**src/rtl/riscv_pkg.sv**
```systemverilog
// Shared RISC-V decode types, opcode/funct3 constants and control-flow state enums.
package riscv_pkg;

    typedef struct packed {
        logic       imm20;
        logic [9:0] imm10_1;
        logic       imm11;
        logic [7:0] imm19_12;
        logic [4:0] rd;
        logic [6:0] opcode;
    } J_Type;

    typedef struct packed {
        logic       imm12;
        logic [5:0] imm10_5;
        logic [4:0] rs2;
        logic [4:0] rs1;
        logic [2:0] funct3;
        logic [3:0] imm4_1;
        logic       imm11;
        logic [6:0] opcode;
    } B_Type;

    typedef struct packed {
        logic [11:0] imm11_0;
        logic [4:0]  rs1;
        logic [2:0]  funct3;
        logic [4:0]  rd;
        logic [6:0]  opcode;
    } I_Type;

    localparam logic [6:0] OPC_JAL    = 7'b1101111;
    localparam logic [6:0] OPC_JALR   = 7'b1100111;
    localparam logic [6:0] OPC_BRANCH = 7'b1100011;

    localparam logic [2:0] F3_BEQ  = 3'b000;
    localparam logic [2:0] F3_BNE  = 3'b001;
    localparam logic [2:0] F3_BLT  = 3'b100;
    localparam logic [2:0] F3_BGE  = 3'b101;
    localparam logic [2:0] F3_BLTU = 3'b110;
    localparam logic [2:0] F3_BGEU = 3'b111;

    typedef enum logic [1:0] {
        CAUSE_NONE       = 2'd0,
        CAUSE_MISALIGNED = 2'd1,
        CAUSE_ILLEGAL    = 2'd2
    } trap_cause_e;

    typedef enum logic [1:0] {
        ST_BOOT,
        ST_RUN,
        ST_TRAP
    } pc_state_e;

    // Immediate reassembly; bit 0 of jump/branch offsets is always zero.
    function automatic logic [20:0] j_offset(input logic [31:0] raw);
        J_Type j;
        j = J_Type'(raw);
        return {j.imm20, j.imm19_12, j.imm11, j.imm10_1, 1'b0};
    endfunction

    function automatic logic [12:0] b_offset(input logic [31:0] raw);
        B_Type b;
        b = B_Type'(raw);
        return {b.imm12, b.imm11, b.imm10_5, b.imm4_1, 1'b0};
    endfunction

    function automatic logic [11:0] i_offset(input logic [31:0] raw);
        I_Type i;
        i = I_Type'(raw);
        return i.imm11_0;
    endfunction

endpackage

```
**src/rtl/branch_pc_unit_if.sv**
```systemverilog
// Instruction/operand inputs and PC/link/trap/statistics outputs of branch_pc_unit.
interface branch_pc_unit_if #(
    parameter int unsigned XLEN  = 32,
    parameter int unsigned CNT_W = 32
);
    logic [31:0]      instr;
    logic             instr_valid;
    logic [XLEN-1:0]  rs1;
    logic [XLEN-1:0]  rs2;
    logic             stall;
    logic             trap_ack;

    logic [XLEN-1:0]  pc_o;
    logic             pc_valid;
    logic [XLEN-1:0]  link_o;
    logic             link_we;
    logic [4:0]       rd_o;
    logic             taken_o;
    logic             trap_o;
    logic [1:0]       trap_cause;
    logic [CNT_W-1:0] branch_cnt;
    logic [CNT_W-1:0] taken_cnt;

    modport master (
        output instr, instr_valid, rs1, rs2, stall, trap_ack,
        input  pc_o, pc_valid, link_o, link_we, rd_o, taken_o,
               trap_o, trap_cause, branch_cnt, taken_cnt
    );

    modport slave (
        input  instr, instr_valid, rs1, rs2, stall, trap_ack,
        output pc_o, pc_valid, link_o, link_we, rd_o, taken_o,
               trap_o, trap_cause, branch_cnt, taken_cnt
    );
endinterface

```
**src/rtl/branch_cond.sv**
```systemverilog
// Combinational conditional-branch evaluator: compare result and illegal-funct3 flag.
module branch_cond
    import riscv_pkg::*;
#(
    parameter int unsigned XLEN = 32
) (
    input  logic [XLEN-1:0] rs1,
    input  logic [XLEN-1:0] rs2,
    input  logic [2:0]      funct3,
    output logic            taken,
    output logic            illegal
);

    always_comb begin
        taken   = 1'b0;
        illegal = 1'b0;
        case (funct3)
            F3_BEQ:  taken = (rs1 == rs2);
            F3_BNE:  taken = (rs1 != rs2);
            F3_BLT:  taken = ($signed(rs1) <  $signed(rs2));
            F3_BGE:  taken = ($signed(rs1) >= $signed(rs2));
            F3_BLTU: taken = (rs1 <  rs2);
            F3_BGEU: taken = (rs1 >= rs2);
            default: illegal = 1'b1;
        endcase
    end

endmodule

```
**src/rtl/branch_pc_unit.sv**
```systemverilog
// Registered PC and control-flow unit: JAL/JALR/BRANCH decode, link write,
// alignment/illegal-branch traps with acknowledge, and branch statistics.
module branch_pc_unit
    import riscv_pkg::*;
#(
    parameter int unsigned    XLEN         = 32,
    parameter logic [XLEN-1:0] RESET_VECTOR = '0,
    parameter logic [XLEN-1:0] TRAP_VECTOR  = XLEN'(32'h0000_0100),
    parameter bit             COMPRESSED   = 1'b0,
    parameter int unsigned    CNT_W        = 32
) (
    input logic              CLK,
    input logic              reset,
    branch_pc_unit_if.slave  bus
);

    pc_state_e       state;

    logic [6:0]      opcode;
    logic [2:0]      funct3;
    logic [4:0]      rd;
    logic [20:0]     j_raw;
    logic [12:0]     b_raw;
    logic [11:0]     i_raw;
    logic [XLEN-1:0] off_j, off_b, off_i;
    logic [XLEN-1:0] pc_plus4, target;
    logic            is_jal, is_jalr, is_br;
    logic            cond_taken, cond_illegal;
    logic            redirect, misaligned, illegal, fault, accept;

    branch_cond #(.XLEN(XLEN)) u_cond (
        .rs1     (bus.rs1),
        .rs2     (bus.rs2),
        .funct3  (funct3),
        .taken   (cond_taken),
        .illegal (cond_illegal)
    );

    always_comb begin
        opcode   = bus.instr[6:0];
        funct3   = bus.instr[14:12];
        rd       = bus.instr[11:7];
        j_raw    = j_offset(bus.instr);
        b_raw    = b_offset(bus.instr);
        i_raw    = i_offset(bus.instr);
        off_j    = {{(XLEN-21){j_raw[20]}}, j_raw};
        off_b    = {{(XLEN-13){b_raw[12]}}, b_raw};
        off_i    = {{(XLEN-12){i_raw[11]}}, i_raw};

        is_jal   = (opcode == OPC_JAL);
        is_jalr  = (opcode == OPC_JALR);
        is_br    = (opcode == OPC_BRANCH);
        pc_plus4 = bus.pc_o + XLEN'(4);

        if (is_jal)
            target = bus.pc_o + off_j;
        else if (is_jalr)
            target = (bus.rs1 + off_i) & ~XLEN'(1);
        else
            target = bus.pc_o + off_b;

        // Alignment only matters for targets actually taken.
        redirect   = is_jal || is_jalr || (is_br && cond_taken);
        misaligned = redirect && !COMPRESSED && target[1];
        illegal    = is_br && cond_illegal;
        fault      = misaligned || illegal;
        accept     = (state == ST_RUN) && bus.instr_valid && !bus.stall;
    end

    always_ff @(posedge CLK) begin
        if (reset) begin
            state          <= ST_BOOT;
            bus.pc_o       <= RESET_VECTOR;
            bus.pc_valid   <= 1'b0;
            bus.link_o     <= '0;
            bus.link_we    <= 1'b0;
            bus.rd_o       <= '0;
            bus.taken_o    <= 1'b0;
            bus.trap_o     <= 1'b0;
            bus.trap_cause <= CAUSE_NONE;
            bus.branch_cnt <= '0;
            bus.taken_cnt  <= '0;
        end else begin
            bus.taken_o <= 1'b0;
            bus.link_we <= 1'b0;
            case (state)
                ST_BOOT: begin
                    state        <= ST_RUN;
                    bus.pc_valid <= 1'b1;
                end
                ST_RUN: begin
                    if (accept) begin
                        if (fault) begin
                            state          <= ST_TRAP;
                            bus.pc_valid   <= 1'b0;
                            bus.trap_o     <= 1'b1;
                            bus.trap_cause <= illegal ? CAUSE_ILLEGAL : CAUSE_MISALIGNED;
                        end else begin
                            bus.pc_o    <= redirect ? target : pc_plus4;
                            bus.taken_o <= redirect;
                            bus.rd_o    <= rd;
                            if ((is_jal || is_jalr) && (rd != 5'd0)) begin
                                bus.link_we <= 1'b1;
                                bus.link_o  <= pc_plus4;
                            end
                            if (is_br) begin
                                bus.branch_cnt <= bus.branch_cnt + CNT_W'(1);
                                if (cond_taken)
                                    bus.taken_cnt <= bus.taken_cnt + CNT_W'(1);
                            end
                        end
                    end
                end
                ST_TRAP: begin
                    if (bus.trap_ack) begin
                        state          <= ST_RUN;
                        bus.pc_o       <= TRAP_VECTOR;
                        bus.pc_valid   <= 1'b1;
                        bus.trap_o     <= 1'b0;
                        bus.trap_cause <= CAUSE_NONE;
                    end
                end
                default: state <= ST_BOOT;
            endcase
        end
    end

endmodule
```
**src/flat_wrapper.sv**
```systemverilog
// flat-port wrapper written by rule: the top's interface ports become plain ports
module branch_pc_unit_flat import riscv_pkg::*;
#(
    parameter int unsigned    XLEN         = 32,
    parameter logic [XLEN-1:0] RESET_VECTOR = '0,
    parameter logic [XLEN-1:0] TRAP_VECTOR  = XLEN'(32'h0000_0100),
    parameter bit             COMPRESSED   = 1'b0,
    parameter int unsigned    CNT_W        = 32
)
  (CLK, reset, bus_instr, bus_instr_valid, bus_rs1, bus_rs2, bus_stall, bus_trap_ack, bus_pc_o, bus_pc_valid, bus_link_o, bus_link_we, bus_rd_o, bus_taken_o, bus_trap_o, bus_trap_cause, bus_branch_cnt, bus_taken_cnt);
  branch_pc_unit_if #(.XLEN(XLEN), .CNT_W(CNT_W)) bus_i ();
  input logic CLK;
  input logic reset;
  input wire logic [$bits(bus_i.instr)-1:0] bus_instr;
  input wire logic [$bits(bus_i.instr_valid)-1:0] bus_instr_valid;
  input wire logic [$bits(bus_i.rs1)-1:0] bus_rs1;
  input wire logic [$bits(bus_i.rs2)-1:0] bus_rs2;
  input wire logic [$bits(bus_i.stall)-1:0] bus_stall;
  input wire logic [$bits(bus_i.trap_ack)-1:0] bus_trap_ack;
  output wire logic [$bits(bus_i.pc_o)-1:0] bus_pc_o;
  output wire logic [$bits(bus_i.pc_valid)-1:0] bus_pc_valid;
  output wire logic [$bits(bus_i.link_o)-1:0] bus_link_o;
  output wire logic [$bits(bus_i.link_we)-1:0] bus_link_we;
  output wire logic [$bits(bus_i.rd_o)-1:0] bus_rd_o;
  output wire logic [$bits(bus_i.taken_o)-1:0] bus_taken_o;
  output wire logic [$bits(bus_i.trap_o)-1:0] bus_trap_o;
  output wire logic [$bits(bus_i.trap_cause)-1:0] bus_trap_cause;
  output wire logic [$bits(bus_i.branch_cnt)-1:0] bus_branch_cnt;
  output wire logic [$bits(bus_i.taken_cnt)-1:0] bus_taken_cnt;
  assign bus_i.instr = bus_instr;
  assign bus_i.instr_valid = bus_instr_valid;
  assign bus_i.rs1 = bus_rs1;
  assign bus_i.rs2 = bus_rs2;
  assign bus_i.stall = bus_stall;
  assign bus_i.trap_ack = bus_trap_ack;
  assign bus_pc_o = bus_i.pc_o;
  assign bus_pc_valid = bus_i.pc_valid;
  assign bus_link_o = bus_i.link_o;
  assign bus_link_we = bus_i.link_we;
  assign bus_rd_o = bus_i.rd_o;
  assign bus_taken_o = bus_i.taken_o;
  assign bus_trap_o = bus_i.trap_o;
  assign bus_trap_cause = bus_i.trap_cause;
  assign bus_branch_cnt = bus_i.branch_cnt;
  assign bus_taken_cnt = bus_i.taken_cnt;
  branch_pc_unit #(.XLEN(XLEN), .RESET_VECTOR(RESET_VECTOR), .TRAP_VECTOR(TRAP_VECTOR), .COMPRESSED(COMPRESSED), .CNT_W(CNT_W)) u_core (.CLK(CLK), .reset(reset), .bus(bus_i));
endmodule
```
**config.mk**
```make
export PLATFORM = sky130hd
export DESIGN_NAME = branch_pc_unit_flat
export DESIGN_NICKNAME = d
export VERILOG_FILES = /design/src/rtl/riscv_pkg.sv /design/src/rtl/branch_pc_unit_if.sv /design/src/rtl/branch_cond.sv /design/src/rtl/branch_pc_unit.sv /design/src/flat_wrapper.sv
export SDC_FILE = /design/constraint.sdc
export NUM_CORES = 1
export LEC_CHECK = 0
export CORE_ASPECT_RATIO = 1.2
export CORE_MARGIN = 2
export CORE_UTILIZATION = 54
export DETAILED_ROUTE_END_ITERATION = 6
export PLACE_DENSITY_LB_ADDON = 0.15
export SYNTH_ARGS = -nofsm -noshare
export SYNTH_HDL_FRONTEND = slang
export SYNTH_SLANG_ARGS = --single-unit
```
**constraint.sdc**
```tcl
create_clock -name CLK -period 3.7 [get_ports CLK]
set_input_delay 0.555 -clock CLK [delete_from_list [all_inputs] [get_ports CLK]]
set_output_delay 0.555 -clock CLK [all_outputs]
set_load 0.01 [all_outputs]
```
==> results of run 1 <==
## cells in the final DEF (no fill, tap or decap), drive strengths merged, types with 9 or more instances in the layout
master,synthesis,final
inv,66,71
clkdlybuf4s50,0,236
xor2,55,55
a21o,39,39
a211o,9,9
and4,13,13
and3,42,42
nand4,32,32
mux2i,22,22
and2,14,14
o21a,11,11
o211ai,31,31
mux2,12,12
nor4,17,17
o21ai,73,73
clkbuf,62,20
buf,13,262
o31ai,15,15
or2,16,16
ha,108,108
a211oi,44,44
o21bai,11,11
a31o,11,11
nor2,160,160
nand2,139,139
or4,15,15
a21oi,131,131
or3,16,16
nand3,66,66
a31oi,22,22
nor2b,11,11
nor3,43,43
xnor2,51,51
dfxtp,139,139
## power breakdown
part / switching (W) / internal [W]
clock: 0.000715 / 0.00124
sequential: 0.0000228 / 0.00151
combinational: 0.000621 / 0.000587
total: 0.00136 / 0.00334
## timing repair
item,4_1_cts,5_1_grt
hold buffers,0,0
setup endpoints to repair,79,37
buffers inserted,0,6
cloned,0,1
gates resized for setup,9,27
pin swaps,1,7
## logic make-up (layout without fill, tap and decap cells)
family / after synthesis / count (layout) / synth area share, %
AND/OR/NAND/NOR: 607 / 607 / 24.6
AO/OA/AOI/OAI: 489 / 489 / 27.0
buffers and inverters: 141 / 596 / 4.44
flip-flops: 139 / 139 / 22.3
adder cells (fa/ha/maj): 111 / 111 / 11.3
XOR/XNOR: 106 / 106 / 7.44
multiplexers: 34 / 34 / 2.85
other: 1 / 2 / 0.0301
## synthesized netlist by cell type (39+ instances only)
cell and n:
sky130_fd_sc_hd__ha_1 108, sky130_fd_sc_hd__a211oi_1 44, sky130_fd_sc_hd__inv_1 66, sky130_fd_sc_hd__xnor2_1 51, sky130_fd_sc_hd__nand2_1 139, sky130_fd_sc_hd__and3_1 42
sky130_fd_sc_hd__nor3_1 42, sky130_fd_sc_hd__clkbuf_1 62, sky130_fd_sc_hd__o21ai_0 63, sky130_fd_sc_hd__xor2_1 55, sky130_fd_sc_hd__dfxtp_1 139, sky130_fd_sc_hd__nand3_1 66
sky130_fd_sc_hd__nor2_1 158, sky130_fd_sc_hd__a21o_1 39, sky130_fd_sc_hd__a21oi_1 131
## worst min-delay path, cell delays in order, from the launching register on
cell                      delay [ns]
sky130_fd_sc_hd__dfxtp_1        0.31
sky130_fd_sc_hd__nand2_1        0.05
sky130_fd_sc_hd__a21oi_1        0.06
## metrics by stage
stage	worst slack [ns]	hold WS [ns]	total power, W	std cells
3_3_place_gp	-0.521	0.446	0.00270	2324
5_1_grt	-0.0793	0.488	0.00484	2363
4_1_cts	0.00884	0.467	0.00465	2356
6_report	0.0314	0.466	0.00470	2363
3_5_place_dp	-0.611	0.459	0.00272	2324
2_1_floorplan	0.347	0.469	0.00217	1629
## sequential cells by signal (all words and copies together), names as in the netlist, 2 cells and up
| signal | count |
|---|---|
| u_core.bus.branch_cnt | 32 |
| u_core.bus.link_o | 31 |
| u_core.bus.taken_cnt | 32 |
| u_core.bus.pc_o | 31 |
| u_core.bus.trap_cause | 2 |
| u_core.state | 2 |
| u_core.bus.rd_o | 5 |
## area by class of cell
| cell class | count | area, sq um |
|---|---|---|
| clock buffers | 20 | 457 |
| flip-flops and latches | 139 | 2780 |
| well taps | 279 | 349 |
| clock inverters | 12 | 206 |
| inverters | 66 | 248 |
| fillers | 1558 | 4710 |
| multi-input cells | 1349 | 9310 |
| repair buffers | 498 | 4460 |
## metal layers
metal,track usage [%],part of all wire (%),vias to the layer above
met5,0,0,-
met4,16.2,4.7,0
met3,4.39,7.0,165
met2,65.0,49,775
met1,43.1,39,6914
li1,-,-,6966
## final timing paths
check	from	end	slack, ns	depth (start not counted)
max	bus_rs2[17]	u_core.bus.pc_o[24]$_SDFFE_PP0P_	0.03	13
min	u_core.bus.link_o[1]$_SDFFE_PP0P_	u_core.bus.link_o[1]$_SDFFE_PP0P_	0.47	2
max reg2reg	u_core.bus.pc_o[1]$_SDFFE_PP0P_	u_core.bus.pc_o[23]$_SDFFE_PP0P_	0.32	12
min reg2reg	u_core.bus.link_o[1]$_SDFFE_PP0P_	u_core.bus.link_o[1]$_SDFFE_PP0P_	0.47	2
==> impl_summary.md, run 1 <==
Outcome
The flow ran to the end, and the final reports show no timing, DRC or antenna violations.

Die
The core region is approximately 0.023 sq mm. The die is roughly 170 um tall. The die is roughly 140 um wide.

The initial core utilization is approximately 55%. The row count is 60. In this run the count of I/O pins placed on the die edge is 240.

The floorplan step defined a die boundary enclosing 0.0243 sq mm.

Job
The tool flagged a number of max-cap violations equal to 0.

Final layout
The number of antenna diodes is 0. The finished cells cover about 0.018 sq mm. The post-route netlist has around 18% of its cells at a drive strength greater than 1. The post-layout net count is 2283.

The area added between synthesis and finish is 42.8%. Measured on the finished design, the core utilization comes to 79.1%.

Setup path
The largest single stage delay on the critical path is around 0.47 ns. STA classifies the critical path endpoint as a register. The worst setup path is launched from an input port.

The cell family contributing the most delay on the critical path is compound AO/OA/AOI/OAI gates. The buffer and inverter count on the worst path is 3. STA puts the critical path data required time at ~4.0 ns. The critical path goes through clkdlybuf4s50_1 -> inv_1 -> ha_1 -> a21oi_1 -> o21a_1 -> o211ai_1 -> a221o_1 -> buf_4 -> o32ai_4 -> and3_2 -> o21ai_4 -> or3_1 -> a311oi_2.

Data on the critical path arrives at its endpoint at 3.99 ns. The maximum fanout count along the critical path is 4. The highest-delay cell along the critical path is sky130_fd_sc_hd__o32ai_4. The critical path in this run is classified as in -> reg.

Timing
The number of hold-slack violations in the final timing report is 0. The relative slew slack is 53.9%. The maximum operating frequency is roughly 270 MHz.

The count of pins over their slew limit is 0. The minimum clock period is 3.67 ns. The final critical path takes up between 90% and 100% of the cycle.

At the pin with the least slew margin, the transition time is 0.692 ns. For the final routed database, the setup TNS stands at 0 ns. Setup repair after global routing could not meet its margin everywhere. Setup violations remaining at the end of the flow were counted as 0.

The worst-case clock skew is ~0.012 ns.

Route
Summed over all layers, the routed wires come to ~46000 um. The first routing iteration left roughly 1400 violations. The residual DRC count is 0. The total via count in the routed design is about 15000. The number of iterations in the first detailed-routing pass is 6. After detailed routing, the number of vias per cell comes to approximately 6.3. The number of antenna-violating nets in the routed design is 0. In the final routed layout, each cell accounts on average for about 19 um.

Clock tree
Counting along the longest clock path gives a buffer depth of 2. The clock-pin slew on the worst setup and hold paths is about 0.06 ns. The insertion delay of the later-clocked pin in the worst-skew pair is about 0.42 ns.

The number of buffers inserted during clock tree synthesis is 17. The number of sinks handled by clock tree synthesis is about 140. The clock tree from TritonCTS is done. The number of levels in the clock H-tree is 4. The CTS root buffer is sky130_fd_sc_hd__clkbuf_16.

Synthesis
sky130_fd_sc_hd__dfxtp_1 takes more of the synthesized area than any other cell. The count of cell types in the netlist is 83. For this run, the number of Yosys warnings is 0. The mapped netlist covers approximately 0.012 sq mm. For this run, the leading register cell type out of synthesis is sky130_fd_sc_hd__dfxtp_1. Synthesis handed over a netlist of around 1600 instances. The fraction of post-synthesis cell area in the top cell type by area is around 22%. Counting flops with a built-in enable in the synthesized netlist gives 0. Sorting the synthesized cells by area gives the leading types as sky130_fd_sc_hd__dfxtp_1 (22%), sky130_fd_sc_hd__ha_1 (11%), sky130_fd_sc_hd__a21oi_1 (5.3%). Counting flops with an async set or reset pin after synthesis yields a share of 0%. Summing the sequential cell areas from Yosys gives 22.3% of the chip area. The synthesized area divided by synthesized cell count is 7.66 sq um. Synthesis inferred 139 register bits.

GRT
The initial antenna violation count was 0. Entering global routing, the biggest net connects 65 pins. Global routing consumed, over all layers together, 36.3% of the routing resources. The number of global-route vias before repair is around 14000. The wire length of the first global-routing pass is a little over 70000 um. The remaining global-route overflow is 0.

Placement
Detailed placement ended at an HPWL of between 30000 and 40000 um. After detailed placement, the total cell area comes to roughly 0.017 sq mm. At the end of routability-driven placement, the weighted congestion stood at roughly 1.0. Input and output buffers added on the ports amount to 237.

Power and ir drop
The power density normalized to cell area is ~260 mW/mm^2. Summed over all cells, the static leakage comes to around 7.5 nW. IR analysis of the VDD net gives a maximum drop of ~0.28 mV.

Worst hold path
The worst hold path class is reg -> reg.
Note: power is estimated with default switching activity, not from simulation.
==> run 2, diff against run 1 <==
SLEW_MARGIN = 5   (was unset)
==> results of run 2 <==
No change in the layout: final DEF, timing and power equal those of run 1.
